File: config.mk
export PLATFORM = sky130hd
export DESIGN_NAME = zigbee_uart_rx
export DESIGN_NICKNAME = d
export VERILOG_FILES = /design/src/rtl/zigbee_uart_rx.sv
export SDC_FILE = /design/constraint.sdc
export NUM_CORES = 1
export LEC_CHECK = 0
export ABC_AREA = 1
export CORE_UTILIZATION = 48
export DETAILED_ROUTE_END_ITERATION = 12
export GPL_TIMING_DRIVEN = 0
export PLACE_DENSITY_LB_ADDON = 0.05
export SYNTH_ARGS = -nofsm -noshare
export SYNTH_HDL_FRONTEND = slang
export SYNTH_SLANG_ARGS = --single-unit
File: constraint.sdc
create_clock -name clk_50M -period 4.3 [get_ports clk_50M]
set_input_delay 0.43 -clock clk_50M [delete_from_list [all_inputs] [get_ports clk_50M]]
set_output_delay 0.43 -clock clk_50M [all_outputs]
set_load 0.05 [all_outputs]
File: src/rtl/zigbee_uart_rx.sv
// zigbee_uart_rx: 8N1 serial receiver for the Zigbee radio link.
// Synchronises rx, qualifies the start bit at half-bit, samples each data bit
// mid-bit (LSB first) and checks the stop bit. Only correctly framed bytes
// reach receiveData, announced by a one-cycle receive strobe.
module zigbee_uart_rx #(
   parameter int          CLK_HZ     = 50_000_000,
   parameter int          BAUD       = 9600,
   parameter int          OVERSAMPLE = 16,
   parameter logic [7:0]  RESET_DATA = 8'hC0
) (
   input  logic       clk_50M,
   input  logic       rst,
   input  logic       rx,
   output logic [7:0] receiveData,
   output logic       receive,
   output logic       frame_err,
   output logic       busy
);

   localparam int DIV   = CLK_HZ / (BAUD * OVERSAMPLE);
   localparam int DIV_W = (DIV > 1) ? $clog2(DIV) : 1;
   localparam int TCK_W = $clog2(OVERSAMPLE) + 1;

   localparam logic [DIV_W-1:0] DIV_M1  = DIV_W'(DIV - 1);
   localparam logic [TCK_W-1:0] HALF_M1 = TCK_W'(OVERSAMPLE / 2 - 1);
   localparam logic [TCK_W-1:0] FULL_M1 = TCK_W'(OVERSAMPLE - 1);

   typedef enum logic [2:0] {IDLE, START, DATA, STOP, BRK} state_t;

   state_t             state;
   logic               rx_m;
   logic               rx_s;
   logic [DIV_W-1:0]   div_cnt;
   logic [TCK_W-1:0]   tick_cnt;
   logic [2:0]         bit_idx;
   logic [7:0]         shift;
   logic               tick;

   // Two-flop synchroniser; both flops reset to the idle (high) line level.
   always_ff @(posedge clk_50M) begin
      // NOTE: non-blocking assignments make rx_s see last cycle's rx_m, giving two real stages.
      if (rst) begin
         rx_m <= 1'b1;
         rx_s <= 1'b1;
      end else begin
         rx_m <= rx;
         rx_s <= rx_m;
      end
   end

   assign tick = (div_cnt == DIV_M1);

   // Oversample divider; held clear in IDLE so the sample phase locks to the start edge.
   always_ff @(posedge clk_50M) begin
      if (rst || state == IDLE) begin
         div_cnt <= '0;
      end else if (tick) begin
         div_cnt <= '0;
      end else begin
         div_cnt <= div_cnt + 1'b1;
      end
   end

   // Receive FSM with registered data, strobes and busy.
   always_ff @(posedge clk_50M) begin
      if (rst) begin
         state       <= IDLE;
         tick_cnt    <= '0;
         bit_idx     <= '0;
         shift       <= '0;
         receiveData <= RESET_DATA;
         receive     <= 1'b0;
         frame_err   <= 1'b0;
         busy        <= 1'b0;
      end else begin
         // NOTE: strobes default low here so each is a single-cycle pulse wherever it is set below.
         receive   <= 1'b0;
         frame_err <= 1'b0;
         case (state)
            IDLE: begin
               busy <= 1'b0;
               if (!rx_s) begin
                  tick_cnt <= '0;
                  busy     <= 1'b1;
                  state    <= START;
               end
            end
            START: begin
               if (tick) begin
                  if (tick_cnt == HALF_M1) begin
                     tick_cnt <= '0;
                     if (rx_s) begin
                        busy  <= 1'b0;
                        state <= IDLE;
                     end else begin
                        bit_idx <= '0;
                        state   <= DATA;
                     end
                  end else begin
                     tick_cnt <= tick_cnt + 1'b1;
                  end
               end
            end
            DATA: begin
               if (tick) begin
                  if (tick_cnt == FULL_M1) begin
                     tick_cnt       <= '0;
                     shift[bit_idx] <= rx_s;
                     if (bit_idx == 3'd7) begin
                        state <= STOP;
                     end else begin
                        bit_idx <= bit_idx + 1'b1;
                     end
                  end else begin
                     tick_cnt <= tick_cnt + 1'b1;
                  end
               end
            end
            STOP: begin
               if (tick) begin
                  if (tick_cnt == FULL_M1) begin
                     tick_cnt <= '0;
                     if (rx_s) begin
                        receiveData <= shift;
                        receive     <= 1'b1;
                        busy        <= 1'b0;
                        state       <= IDLE;
                     end else begin
                        frame_err <= 1'b1;
                        state     <= BRK;
                     end
                  end else begin
                     tick_cnt <= tick_cnt + 1'b1;
                  end
               end
            end
            BRK: begin
               if (rx_s) begin
                  busy  <= 1'b0;
                  state <= IDLE;
               end
            end
            default: begin
               busy  <= 1'b0;
               state <= IDLE;
            end
         endcase
      end
   end

endmodule
# == Word-level counts from Yosys, hierarchy flattened ==
# Cells that the tools add are included.
# word_totals
inputBits,3
out_inout_bits,11
regBits,41
word_cells,90
# classes
bitwise_logic,4
addsub,3
muxes,36
n_eq_ne,20
n_reduce_logical,14
magnitude_cmp,2
# op_table
op,count
$mux 3,16
$mux 5,5
$ne 2x2->1 const B,11
$pmux 3 s5,1
$pmux 5 s3,1
$add 9x1->9 const B,1
$eq 9x9->1 const B,1
$reduce_and 9->1,1
$bwmux 8,1
$mux 1,8
$reduce_and 4->1,2
$reduce_and 7->1,1
$eq 3x2->1 const B,2
$eq 3x3->1 const B,2
$pmux 3 s2,1
$add 5x1->5 const B,1
$eq 5x3->1 const B,1
$eq 5x4->1 const B,1
$pmux 1 s5,1
$reduce_and 5->1,1
$lt 3x4->1 const B,1
$not 1->1,4
$reduce_or 2->1,2
$reduce_or 4->1,1
12 further kinds,12

# == Depth between registers and ports, before layout ==
# depth
depth_word,5
depth_mapped,11
ltp_nobuf,11

# == Least setup slack after synthesis ==
# OpenSTA, ideal clock, no wires.
# synth_timing
path_type,reg-to-reg
startpoint,register tick_cnt[0]
endpoint,register shift[0]
setup_time_ps,117
t_arrival_ps,1475
path_stages_with_launch,10
period_less_slack_ps,1592
n_path_buf,0
setup_slack_ps,2708
cell_sequence,dfxtp_1 ha_1 nand2_1 nor2_1 ha_1 nand3_1 inv_1 nand3_1 o21ai_0 nor2_1
# synth_between
elab_chain_len,2
# synth_rtl
item,line_no,rtl
"start, declared",34,logic [TCK_W-1:0] tick_cnt;
"start signal, assigned",100,tick_cnt <= tick_cnt + 1'b1;
"start signal, assigned",115,tick_cnt <= tick_cnt + 1'b1;
"start signal, assigned",133,tick_cnt <= tick_cnt + 1'b1;
$eq 5x4->1,106,if (tick_cnt == FULL_M1) begin
$reduce_and 3->1 (no line),n/a,
"end signal, assigned by index",108,shift[bit_idx] <= rx_s;
"end, declared",36,logic [7:0] shift;
# Every way passes these cells.
# A chain may end at the register's enable or synchronous reset.

# == Final worst setup path ==
# layout_timing
startpoint,register tick_cnt[0]
endpoint,register shift[2]
# The elaborated chain is that of the path after synthesis.

==> key figures <==
Run status
  • Status: completed

STA
  • Fin Clk Skew: around 0.0065 ns
  • Final worst slack: around 2.3 ns
  • Fmax: 499.8 MHz
  • Post-route minimum period: ~2 ns
  • Final worst-path cycle share: 0.4653
  • Final Hold Vio Count: 0
  • RSZ-0062 raised after global routing: false
  • Slew @ Worst Pin: ~0.54 ns
  • Final Slew Violations: 0
  • Setup tns final: 0 ns
  • Worst slew margin: 0.6403
  • Final setup fails: 0

Floorplan
  • Ports: 14
  • Die H: around 66 um
  • Die area: 0.004414 mm^2
  • Starting Density: 0.4983
  • Cell Rows: 23
  • Area of the core: between 0.004 and 0.005 mm^2
  • Chip width: ~66 um

Critical path
  • Worst Path Max Fanout: 5
  • Critical path's largest stage delay: 0.47 ns
  • Required @ worst endpoint: 4.53 ns
  • CP delay by family, top: simple AND/OR/NAND/NOR gates
  • Slowest cell on crit path: nor3_1
  • Worst path bufs/invs: 0
  • Crit. End Element: flop
  • Crit Path Class: reg -> reg
  • Critical Path AT: between 2 and 2.5 ns
  • Crit-path cells: ha_1 -> nand2_1 -> nor2_1 -> ha_1 -> nand3_1 -> nor3_1 -> a21oi_1 -> nor2_1
  • Critical Path Source Type: flop

Power and ir drop
  • Leakage power: around 0.95 nW
  • Total power: between 1 and 1.5 mW
  • P per Cell Area: roughly 490 mW/mm^2
  • Maximum vdd ir drop: 0.0002479 V

Route
  • Pre-antenna DRT Iters: 5
  • Post-route DRC violation count: 0
  • Via count: between 1500 and 2000
  • DR WL/cell: roughly 11 um
  • Avg Vias per Cell: between 4 and 5
  • DRT antenna net count: 0
  • Final wirelength: ~4000 um
  • DRT iter0 DRCs: 55

Placed design
  • Post-DP HPWL: 2957 um
  • PortBufs: 12
  • Placer Congestion: about 0.86
  • Worst slack, placed: about 2.4 ns
  • Dpl cells: 349

Cells and area
  • Antenna Cells: 0
  • Fin nets: around 320
  • Area overhead of the layout relative to synthesis: 13.68%
  • Share of cells above drive strength 1: 0.06863
  • Reg area: around 800 um^2
  • Filler Cell Count: a little over 400
  • Fin cells: between 300 and 400
  • Multi-input logic area: ~0.0010 mm^2

Logic synthesis
  • #FFs+latches synth: 41
  • Synthesized cell area: between 0.0015 and 0.002 mm^2
  • Syn nets: roughly 300
  • Ys async rst share: 0
  • Cells after Synth: about 290
  • Avg Cell Area, Syn: ~6.9 um^2
  • Leading post-synthesis cells by cell area: dfxtp_1, nand2_1, nor2_1
  • Top FF cell, synth: dfxtp_1
  • Yosys cell types: 27
  • Most frequent cells after synthesis: nand2_1, nor2_1, dfxtp_1
  • Register area share after synthesis: 0.4118
  • Most frequent cell after synthesis: nand2_1
  • EDFF count, synth: 0
  • Share of the synthesized area in the top cell type: 0.4118
  • Synth area leader: dfxtp_1
  • Synthesis Warnings: 0

Run
  • Max Cap Viol: 0

Global routing
  • Number of global-route vias before repair: between 1500 and 2000
  • Largest net degree at the start of global routing: 13
  • M2 GR Usage: 0.3202
  • Initial antenna violation count: 0
  • Met1 Use GR: 0.2721
  • First-pass GRT wire length: between 6000 and 7000 um
  • Grt total ovfl: 0
  • Most Crowded Layer GR: met2
  • All-layer global routing usage: 0.2084
  • Met3 global-route usage: 0.05172

Clocking
  • Clk root buf: clkbuf_8
  • Worst-Skew Late Latency: around 0.3 ns
  • CTS tree: built
  • Setup Buffers After CTS: 0
  • Post-CTS sizing: 0
  • CTS HTree Levels: 2
  • Clk buf depth: 2
  • CTS buffer count: 5
  • Clock tree sinks: 41
  • Hold-fix buffers, CTS: 0
  • CTS clk-pin slew, worst paths: around 0.08 ns

Min path
  • Worst hold path class: reg -> reg
metrics by stage:
step | util | hold slack, ns | area (um^2)
after floorplan | - | 0.3895 | 1993
after global placement | 0.5439 | 0.3928 | 2176
after detailed placement | 0.5439 | 0.4023 | 2176
after CTS | 0.5665 | 0.4196 | 2266
after global routing | 0.5665 | 0.4370 | 2266
final | 0.5665 | 0.4158 | 2266
worst paths after layout:
check | startpoint | endpoint | slack [ns] | cells after the start
worst min register to register | rx_m | rx_s | 0.42 | 1
worst max-delay path | tick_cnt[0] | shift[2] | 2.30 | 8
worst min-delay path | rx_m | rx_s | 0.42 | 1
worst max register to register | tick_cnt[0] | shift[2] | 2.30 | 8
per-layer routing:
metal / share of wire / routed length (um) / vias to the layer above
li1: - / - / 959
met1: 0.50 / 1953 / 783
met2: 0.45 / 1765 / 26
met3: 0.036 / 140 / 7
met4: 0.019 / 73 / 0
met5: 0 / 0 / -
cells in the final DEF (no fill, tap or decap), types with 3 or more instances in the layout:
cell type,n
nand3_1,15
o21ai_1,4
nand4_1,5
nand2_2,3
nor3_1,7
nand2_1,67
nor3b_1,3
a21oi_1,16
dfxtp_1,41
inv_1,31
or2_2,3
clkbuf_8,6
clkdlybuf4s50_1,12
ha_1,7
clkbuf_1,4
o21ai_0,11
nor2_1,54
report_power, final:
part | switching, mW | internal (mW)
sequential | 0.0405 | 0.411
clock | 0.128 | 0.127
combinational | 0.269 | 0.127
total | 0.438 | 0.665
sequential cells by signal, summed over array words and instances (netlist names):
signal	count
shift	8
rx_s	1
state	3
bit_idx	3
busy	1
rx_m	1
receive	1
tick_cnt	5
frame_err	1
receiveData	8
div_cnt	9
kinds of logic after synthesis:
logic type,synth area share
DFF,0.4118
AOI/OAI and AO/OA,0.1023
xor gates and xnor gates,0.008790
buffers and inverters,0.06779
and+or+nand+nor,0.3653
adders and majority gates,0.04394
area by class of cell:
class	count	area share
flip-flops and latches	41	0.3622
clock inverters	1	0.003313
multi-input cells	210	0.4578
repair buffers	12	0.05301
clock buffers	6	0.03644
inverters	32	0.05301
well taps	50	0.02761
plain buffers	4	0.006626
(Power assumes the default switching activity.)
